## src/rtl/fetch_unit_pkg.sv

```systemverilog
// Shared types for the BlimpV1 fetch stage: the {pc, inst} pair handed to decode.
package fetch_unit_pkg;

    localparam int unsigned P_INST_BYTES = 4;

    typedef struct packed {
        logic [31:0] pc;
        logic [31:0] inst;
    } fetch_entry_t;

endpackage

```

## src/rtl/fetch_unit_fifo.sv

```systemverilog
// Registered circular buffer of fetched {pc, inst} entries; flush empties it in one cycle.
module fetch_fifo
    import fetch_unit_pkg::*;
#(
    parameter  int unsigned p_depth = 4,
    localparam int unsigned CW      = $clog2(p_depth + 1)
)(
    input  logic         clk,
    input  logic         rst,
    input  logic         push_i,
    input  fetch_entry_t push_data_i,
    input  logic         pop_i,
    input  logic         flush_i,
    output fetch_entry_t head_o,
    output logic         empty_o,
    output logic         full_o,
    output logic [CW-1:0] count_o
);
    localparam int unsigned AW = $clog2(p_depth);

    fetch_entry_t   mem_q [p_depth];
    logic [AW-1:0]  wr_ptr_q, rd_ptr_q;
    logic [CW-1:0]  cnt_q;
    logic           do_push, do_pop;

    assign empty_o = (cnt_q == '0);
    assign full_o  = (cnt_q == CW'(p_depth));
    assign count_o = cnt_q;
    assign head_o  = mem_q[rd_ptr_q];

    assign do_push = push_i & ~flush_i & ~full_o;
    assign do_pop  = pop_i & ~flush_i & ~empty_o;

    // Depth is a power of two, so the pointers wrap naturally.
    always_ff @(posedge clk) begin
        if (!rst) begin
            wr_ptr_q <= '0;
            rd_ptr_q <= '0;
            cnt_q    <= '0;
        end else if (flush_i) begin
            wr_ptr_q <= '0;
            rd_ptr_q <= '0;
            cnt_q    <= '0;
        end else begin
            if (do_push) wr_ptr_q <= wr_ptr_q + 1'b1;
            if (do_pop)  rd_ptr_q <= rd_ptr_q + 1'b1;
            cnt_q <= cnt_q + CW'(do_push) - CW'(do_pop);
        end
    end

    always_ff @(posedge clk) begin
        if (do_push) mem_q[wr_ptr_q] <= push_data_i;
    end

endmodule

```

## src/rtl/fetch_unit.sv

```systemverilog
// BlimpV1 fetch: credit-limited sequential PC+4 requests, in-order response buffering,
// {pc, inst} to decode over val/rdy, squash redirect with stale-response accounting.
module fetch_unit
    import fetch_unit_pkg::*;
#(
    parameter int unsigned p_opaq_bits     = 8,
    parameter int unsigned p_max_in_flight = 4,
    parameter logic [31:0] p_rst_addr      = 32'h200
)(
    input  logic                   clk,
    input  logic                   rst,
    output logic                   mem_req_val,
    input  logic                   mem_req_rdy,
    output logic [31:0]            mem_req_addr,
    output logic [p_opaq_bits-1:0] mem_req_opaque,
    input  logic                   mem_resp_val,
    output logic                   mem_resp_rdy,
    input  logic [31:0]            mem_resp_data,
    input  logic [p_opaq_bits-1:0] mem_resp_opaque,
    input  logic                   squash_val,
    input  logic [31:0]            squash_target,
    output logic                   F_val,
    input  logic                   F_rdy,
    output logic [31:0]            F_pc,
    output logic [31:0]            F_inst
);
    localparam int unsigned CW = $clog2(p_max_in_flight + 1);

    logic [31:0]            req_pc_q, req_pc_d, resp_pc_q, resp_pc_d;
    logic [CW-1:0]          credits_q, credits_d, stale_q, stale_d, fifo_cnt;
    logic [p_opaq_bits-1:0] issue_cnt_q, exp_opaq_q;
    logic                   run_q;
    logic                   req_fire, resp_fire, drop_stale, push, f_fire;
    logic                   fifo_empty, fifo_full;
    fetch_entry_t           head;

    assign mem_req_val    = run_q & (credits_q < CW'(p_max_in_flight)) & ~squash_val;
    assign mem_req_addr   = req_pc_q;
    assign mem_req_opaque = issue_cnt_q;
    assign mem_resp_rdy   = 1'b1;

    assign req_fire   = mem_req_val & mem_req_rdy;
    assign resp_fire  = mem_resp_val;
    assign drop_stale = resp_fire & (stale_q != '0);
    assign push       = resp_fire & ~drop_stale & ~squash_val;

    assign F_val  = ~fifo_empty & ~squash_val;
    assign f_fire = F_val & F_rdy;
    assign F_pc   = head.pc;
    assign F_inst = head.inst;

    fetch_fifo #(.p_depth(p_max_in_flight)) u_fifo (
        .clk         (clk),
        .rst         (rst),
        .push_i      (push),
        .push_data_i ('{pc: resp_pc_q, inst: mem_resp_data}),
        .pop_i       (f_fire),
        .flush_i     (squash_val),
        .head_o      (head),
        .empty_o     (fifo_empty),
        .full_o      (fifo_full),
        .count_o     (fifo_cnt)
    );

    always_comb begin
        req_pc_d  = req_pc_q;
        resp_pc_d = resp_pc_q;
        credits_d = credits_q;
        stale_d   = stale_q;
        if (squash_val) begin
            req_pc_d  = squash_target;
            resp_pc_d = squash_target;
            // Everything issued but not buffered is still owed by memory; a response
            // landing this cycle is one of those debts and is discarded right here.
            stale_d   = credits_q + CW'(req_fire) - fifo_cnt - CW'(resp_fire);
            credits_d = stale_d;
        end else begin
            if (req_fire)   req_pc_d  = req_pc_q + 32'(P_INST_BYTES);
            if (push)       resp_pc_d = resp_pc_q + 32'(P_INST_BYTES);
            if (drop_stale) stale_d   = stale_q - 1'b1;
            credits_d = credits_q + CW'(req_fire) - CW'(f_fire) - CW'(drop_stale);
        end
    end

    always_ff @(posedge clk) begin
        if (!rst) begin
            run_q       <= 1'b0;
            req_pc_q    <= p_rst_addr;
            resp_pc_q   <= p_rst_addr;
            credits_q   <= '0;
            stale_q     <= '0;
            issue_cnt_q <= '0;
            exp_opaq_q  <= '0;
        end else begin
            run_q     <= 1'b1;
            req_pc_q  <= req_pc_d;
            resp_pc_q <= resp_pc_d;
            credits_q <= credits_d;
            stale_q   <= stale_d;
            if (req_fire)  issue_cnt_q <= issue_cnt_q + 1'b1;
            if (resp_fire) exp_opaq_q  <= exp_opaq_q + 1'b1;
        end
    end

    always_ff @(posedge clk) begin
        if (rst && resp_fire) begin
            assert (mem_resp_opaque == exp_opaq_q)
                else $error("fetch_unit: response opaque %0d, expected %0d", mem_resp_opaque, exp_opaq_q);
        end
        if (rst) begin
            assert (!(push && fifo_full))
                else $error("fetch_unit: push into full fetch buffer");
        end
    end

endmodule

```

## config.mk

```make
export PLATFORM = sky130hd
export DESIGN_NAME = fetch_unit
export DESIGN_NICKNAME = d
export VERILOG_FILES = /design/src/rtl/fetch_unit_pkg.sv /design/src/rtl/fetch_unit_fifo.sv /design/src/rtl/fetch_unit.sv
export SDC_FILE = /design/constraint.sdc
export NUM_CORES = 1
export LEC_CHECK = 0
export BUFFER_PORTS_ARGS = -buffer_cell sky130_fd_sc_hd__buf_2
export CAP_MARGIN = 15
export CORE_ASPECT_RATIO = 0.9
export CORE_MARGIN = 2
export CORE_UTILIZATION = 40
export CTS_CLUSTER_SIZE = 12
export DETAILED_ROUTE_END_ITERATION = 8
export HOLD_SLACK_MARGIN = 0.05
export PLACE_DENSITY_LB_ADDON = 0.08
export SYNTH_ARGS = -nofsm -noshare
export SYNTH_HDL_FRONTEND = slang
export SYNTH_HIERARCHICAL = 1
export SYNTH_SLANG_ARGS = --single-unit
```

## constraint.sdc

```tcl
create_clock -name clk -period 6 [get_ports clk]
set_input_delay 0 -clock clk [delete_from_list [all_inputs] [get_ports clk]]
set_output_delay 0 -clock clk [all_outputs]
set_load 0.05 [all_outputs]
```

==> results_dict.tcl, run 1 <==
set metrics [dict create \
    antenna_found_initial 1 \
    rows 65 \
    finalHoldViolations 0 \
    endpoint_kind "register" \
    crit_slowest_cell "fa_1" \
    drt-met1-wl_mm 15.29 \
    clk_latency_ns 0.52 \
    slowest_delay_ns 0.38 \
    synth_fp_nets 1001 \
    hold_path.class "in -> reg" \
    wl_mm 32.99 \
    r2r-end "u_fifo/count_o[2]$_SDFF_PP0_" \
    dr_wl_met2_mm 15.28 \
    dieArea_um2 36650 \
    hpwl_mm 21.04 \
    reg2reg_slack_ns 2.99 \
    first_iter_violations 503 \
    fin_skew_ns 0.02081 \
    p_per_area_nw_per_um2 317.8 \
    io_pins 185 \
    clk_pin_slew_ns 0.06 \
    finalCritPeriodShare_pct 50.20 \
    avgViaCountPerCell 5.152 \
    slew_violations 0 \
    path_depth 14 \
    ctsResizeCount 0 \
    grt-ovfl-total 0 \
    htree_num_levels 2 \
    drc 0 \
    grt_max_degree 81 \
    fin_crit_ns 3.012 \
    syn-instance-count 904 \
    vias 8511 \
    critical_path_class "reg -> reg" \
    leakagePower_nw 6.059 \
    fin_tns_setup_ns 0 \
    ant_nets 0 \
    routedWlPerCell_um 19.97 \
    die_w_um 201.6 \
    critPathRequiredTime_ns 6.40 \
    reg2reg_from "stale_q[0]$_SDFFE_PN0P_" \
    crit_buf_inv 3 \
    grt_usage_pct 18.29 \
    numCtsBuffers 39 \
    ir_drop_uv 178.0 \
    path_max_fanout 9 \
    area_growth_pct 23.46 \
    firstDrtPassIters 5 \
    min_from "rst" \
    status "complete, no violations" \
    cp_top_family "simple AND/OR/NAND/NOR gates" \
    gp_congestion 0.8036 \
    crit_chain "inv_1 -> ha_1 -> nand3b_1 -> nor2_1 -> and2b_2 -> and2_4 -> inv_1 -> ha_1 -> inv_1 -> ha_1 -> fa_1 -> xnor2_1 -> xnor2_1 -> nor2_1" \
    rsz0062_at_grt "false" \
    start_util_pct 40.37 \
    final_common_cell "edfxtp_1" \
    synth_area_um2 14050 \
    grt_pass1_vias 8733 \
    cts_buffer_depth 3 \
    synth_area_per_cell_um2 15.54 \
    io_buffers 175 \
    tightestPinTransition_ns 0.8966 \
    nets 1249 \
    hold_end "run_q$_DFF_P_" \
    wl_met3_mm 1.471 \
    fillers 3089 \
    setup_viol 0 \
    clockRootBuffer "clkbuf_16" \
    cts_num_sinks 344 \
    routed.top_layer "met4" \
    seq_area_um2 9457 \
    ys.warnings.count 6 \
    hold_depth 2 \
    grt_pass1_wl_mm 51.32 \
    arrival_ns 3.41 \
    clock.fmax_mhz 332.0 \
    hold_slack_ns 0.07171 \
    drive_above_1_share_pct 27.86 \
    layout_common_cells "edfxtp_1 (256), buf_2 (175), dfxtp_1 (86)" \
    core-area_um2 34810 \
    worst_slew_margin_rel_pct 40.23 \
    drv_cap 0 \
    cts_tree "done" \
    r2r_cells 14 \
    worstSetupStartpointType "register" \
    die_h_um 181.8 \
    multi_input_area_um2 4313 \
]
per-layer routing:
metal | vias to the layer above | global-route usage, %
met5 | - | 0
met4 | 0 | 6.176
met3 | 56 | 3.464
met2 | 205 | 29.10
met1 | 4265 | 25.37
li1 | 3985 | -
sequential cells by signal, indices dropped and copies added, names as in the netlist, named ones only:
name and flops:
credits_q 3, resp_pc_q 32, u_fifo/rd_ptr_q 2, u_fifo/count_o 3, stale_q 3, u_fifo/mem_q 256
mem_req_addr 32, mem_req_opaque 8, u_fifo/wr_ptr_q 2, run_q 1
layout make-up:
class,instances,share of cell area [%]
antenna,2,0.02885
timing repair buffer,250,9.231
inverter,22,0.4760
clock buffer,51,6.188
multi-input combinational,495,24.86
sequential,344,54.51
clock inverter,19,1.327
tap,469,3.382
per-stage QoR:
step                      utilization (%)  total power, mW  cells  area [µm²]  setup slack (ns)
after detailed placement            44.21            3.139   1515       15390             2.938
final                               49.84            5.513   1652       17350             2.988
after CTS                           49.83            5.590   1650       17340             2.930
after global routing                49.84            5.728   1652       17350             2.697
after floorplan                         -            3.000    904       14050             3.055
after global placement              44.21            3.135   1515       15390             2.956
worst reg2reg max path, stage by stage (launching register included):
cell and delay [ns]:
dfxtp_1 0.29, inv_1 0.10, ha_1 0.22, nand3b_1 0.34, nor2_1 0.26, and2b_2 0.24
and2_4 0.18, inv_1 0.04, ha_1 0.26, inv_1 0.04, ha_1 0.18, fa_1 0.38
xnor2_1 0.18, xnor2_1 0.14, nor2_1 0.05
power breakdown:
| part | switching [mW] | leakage, nW | total (mW) | internal [mW] |
|---|---|---|---|---|
| registers | 0.0654 | 3.05 | 2.69 | 2.62 |
| clock network | 0.916 | 0.636 | 2.39 | 1.48 |
| logic | 0.281 | 2.37 | 0.433 | 0.152 |
| total | 1.26 | 6.06 | 5.51 | 4.25 |
worst max path at each step:
stage                                 startpoint  slack, ns                            to
detailed placement       stale_q[0]$_SDFFE_PN0P_       2.94  u_fifo/mem_q[0][2]$_DFFE_PP_
CTS                      stale_q[0]$_SDFFE_PN0P_       2.93  u_fifo/mem_q[0][7]$_DFFE_PP_
finish                   stale_q[0]$_SDFFE_PN0P_       2.99  u_fifo/count_o[2]$_SDFF_PP0_
floorplan           u_fifo/count_o[1]$_SDFF_PP0_       3.06  u_fifo/count_o[2]$_SDFF_PP0_
global route             stale_q[0]$_SDFFE_PN0P_       2.70  u_fifo/count_o[2]$_SDFF_PP0_
global placement         stale_q[0]$_SDFFE_PN0P_       2.96  u_fifo/mem_q[0][2]$_DFFE_PP_
timing repair:
item	in CTS	in global routing
setup buffers	0	0
hold buffers	65	0
setup endpoints to repair	0	0
hold endpoints to repair	192	0
Note: power is estimated with default switching activity, not from simulation.
==> inputs of run 2 (changes only) <==
Clock period 6 ns to 3.1 ns, I/O delays scaled along.
==> run 2 against run 1 <==
Via count up 0.31%. Cell count increased by 0.61%. Sequential share of layout area decreased by 0.43 points. Final area rose by 0.79%. Critical path depth is 2 lower.
==> results_dict.tcl, run 2 (synthesized netlist as in run 1, its figures left out) <==
set metrics [dict create \
    seq_area_um2 9457 \
    antenna_found_initial 0 \
    area_growth_pct 24.43 \
    drc 0 \
    layout_common_cells "edfxtp_1 (256), buf_2 (175), dfxtp_1 (86)" \
    arrival_ns 3.14 \
    hold_slack_ns 0.1854 \
    avgViaCountPerCell 5.137 \
    numCtsBuffers 38 \
    startpoint "u_fifo/count_o[1]$_SDFF_PP0_" \
    grt_pass1_vias 8670 \
    drv_cap 0 \
    finalWorstSetupSlack_ns 0.3566 \
    slew_violations 0 \
    die_w_um 201.6 \
    setup_viol 0 \
    io_buffers 175 \
    pre_cts_slack_ns 0.3797 \
    path_max_fanout 5 \
    fin_crit_ns 2.743 \
    grt_pass1_wl_mm 51.69 \
    finalHoldViolations 0 \
    dieArea_um2 36650 \
    wl_mm 33.13 \
    hpwl_mm 22.51 \
    cts_buffer_depth 3 \
    multi_input_area_um2 4313 \
    place_inst 1528 \
    fin_tns_setup_ns 0 \
    vias 8537 \
    rows 65 \
    final_common_cell "edfxtp_1" \
    rsz0062_at_grt "false" \
    fin_total_pwr_mw 10.39 \
    drive_above_1_share_pct 28.33 \
    critical_path_class "reg -> reg" \
    antenna_cells 0 \
    reg2reg_from "u_fifo/count_o[1]$_SDFF_PP0_" \
    grt_max_degree 45 \
    fin_skew_ns 0.008640 \
    critPathRequiredTime_ns 3.50 \
    endpoint_kind "register" \
    ctsResizeCount 0 \
    placedInstanceArea_um2 15600 \
    tightestPinTransition_ns 0.8237 \
    io_pins 185 \
    start_util_pct 40.37 \
    fillers 3067 \
    routedWlPerCell_um 19.93 \
    htree_num_levels 2 \
    utilization_pct 50.23 \
    cts_tree "done" \
    top_register "u_fifo/mem_q" \
    worstSetupStartpointType "register" \
    nets 1265 \
    first_iter_violations 455 \
    ir_drop_uv 299.3 \
    die_h_um 181.8 \
    firstDrtPassIters 5 \
    clk_pin_slew_ns 0.06 \
    min_from "mem_req_rdy" \
    clock.fmax_mhz 364.5 \
    status "complete, no violations" \
    hold_path.class "in -> reg" \
    gp_congestion 0.7942 \
    clk_latency_ns 0.51 \
    grt-ovfl-total 0 \
    cts_num_sinks 344 \
    stdcell_count 1662 \
    leakagePower_nw 6.114 \
    finalCritPeriodShare_pct 88.50 \
    largest_register_ffs 256 \
    grt_usage_pct 18.30 \
    ant_nets 0 \
    worst_slew_margin_rel_pct 45.09 \
    final_area_um2 17490 \
    core-area_um2 34810 \
    p_per_area_nw_per_um2 594.3 \
    clockRootBuffer "clkbuf_16" \
]
## run 2: worst paths after layout
check	to	slack [ns]	depth (start not counted)
worst max register to register	u_fifo/count_o[2]$_SDFF_PP0_	0.36	12
worst max-delay path	u_fifo/count_o[2]$_SDFF_PP0_	0.36	12
worst min-delay path	mem_req_addr[3]$_SDFFE_PN0N_	0.19	4
worst min register to register	mem_req_addr[0]$_SDFFE_PN0P_	0.46	2
## run 2: area by class of cell
class,instances,area share [%]
multi-input cells,495,24.67
repair buffers,267,10.59
clock inverters,14,0.8229
clock buffers,51,6.011
inverters,22,0.4723
well taps,469,3.356
flip-flops and latches,344,54.08
## run 2: critical path, stage by stage (launching register included)
cell	delay [ns]
dfxtp_1	0.35
nor3_1	0.49
nor2_1	0.12
nand2_1	0.14
inv_1	0.06
nor3b_2	0.18
ha_1	0.30
inv_1	0.04
ha_1	0.18
fa_1	0.38
xnor2_1	0.19
xnor2_1	0.14
nor2_1	0.05
## run 2: repair_timing
action,CTS,global route
setup buffers,0,0
hold buffers,69,0
hold endpoints to repair,199,0
## run 2: layer usage
metal,up-vias,track usage [%],wire (µm)
met4,0,5.235,684
met3,41,3.769,1775
li1,4013,-,-
met1,4273,25.47,15080
met2,210,29.23,15590
met5,-,0,0
## run 2: report_power, final
| group | leakage [nW] | switching (mW) | internal, mW |
|---|---|---|---|
| Sequential | 3.05 | 0.126 | 5.07 |
| Clock | 0.581 | 1.72 | 2.62 |
| Combinational | 2.48 | 0.548 | 0.309 |
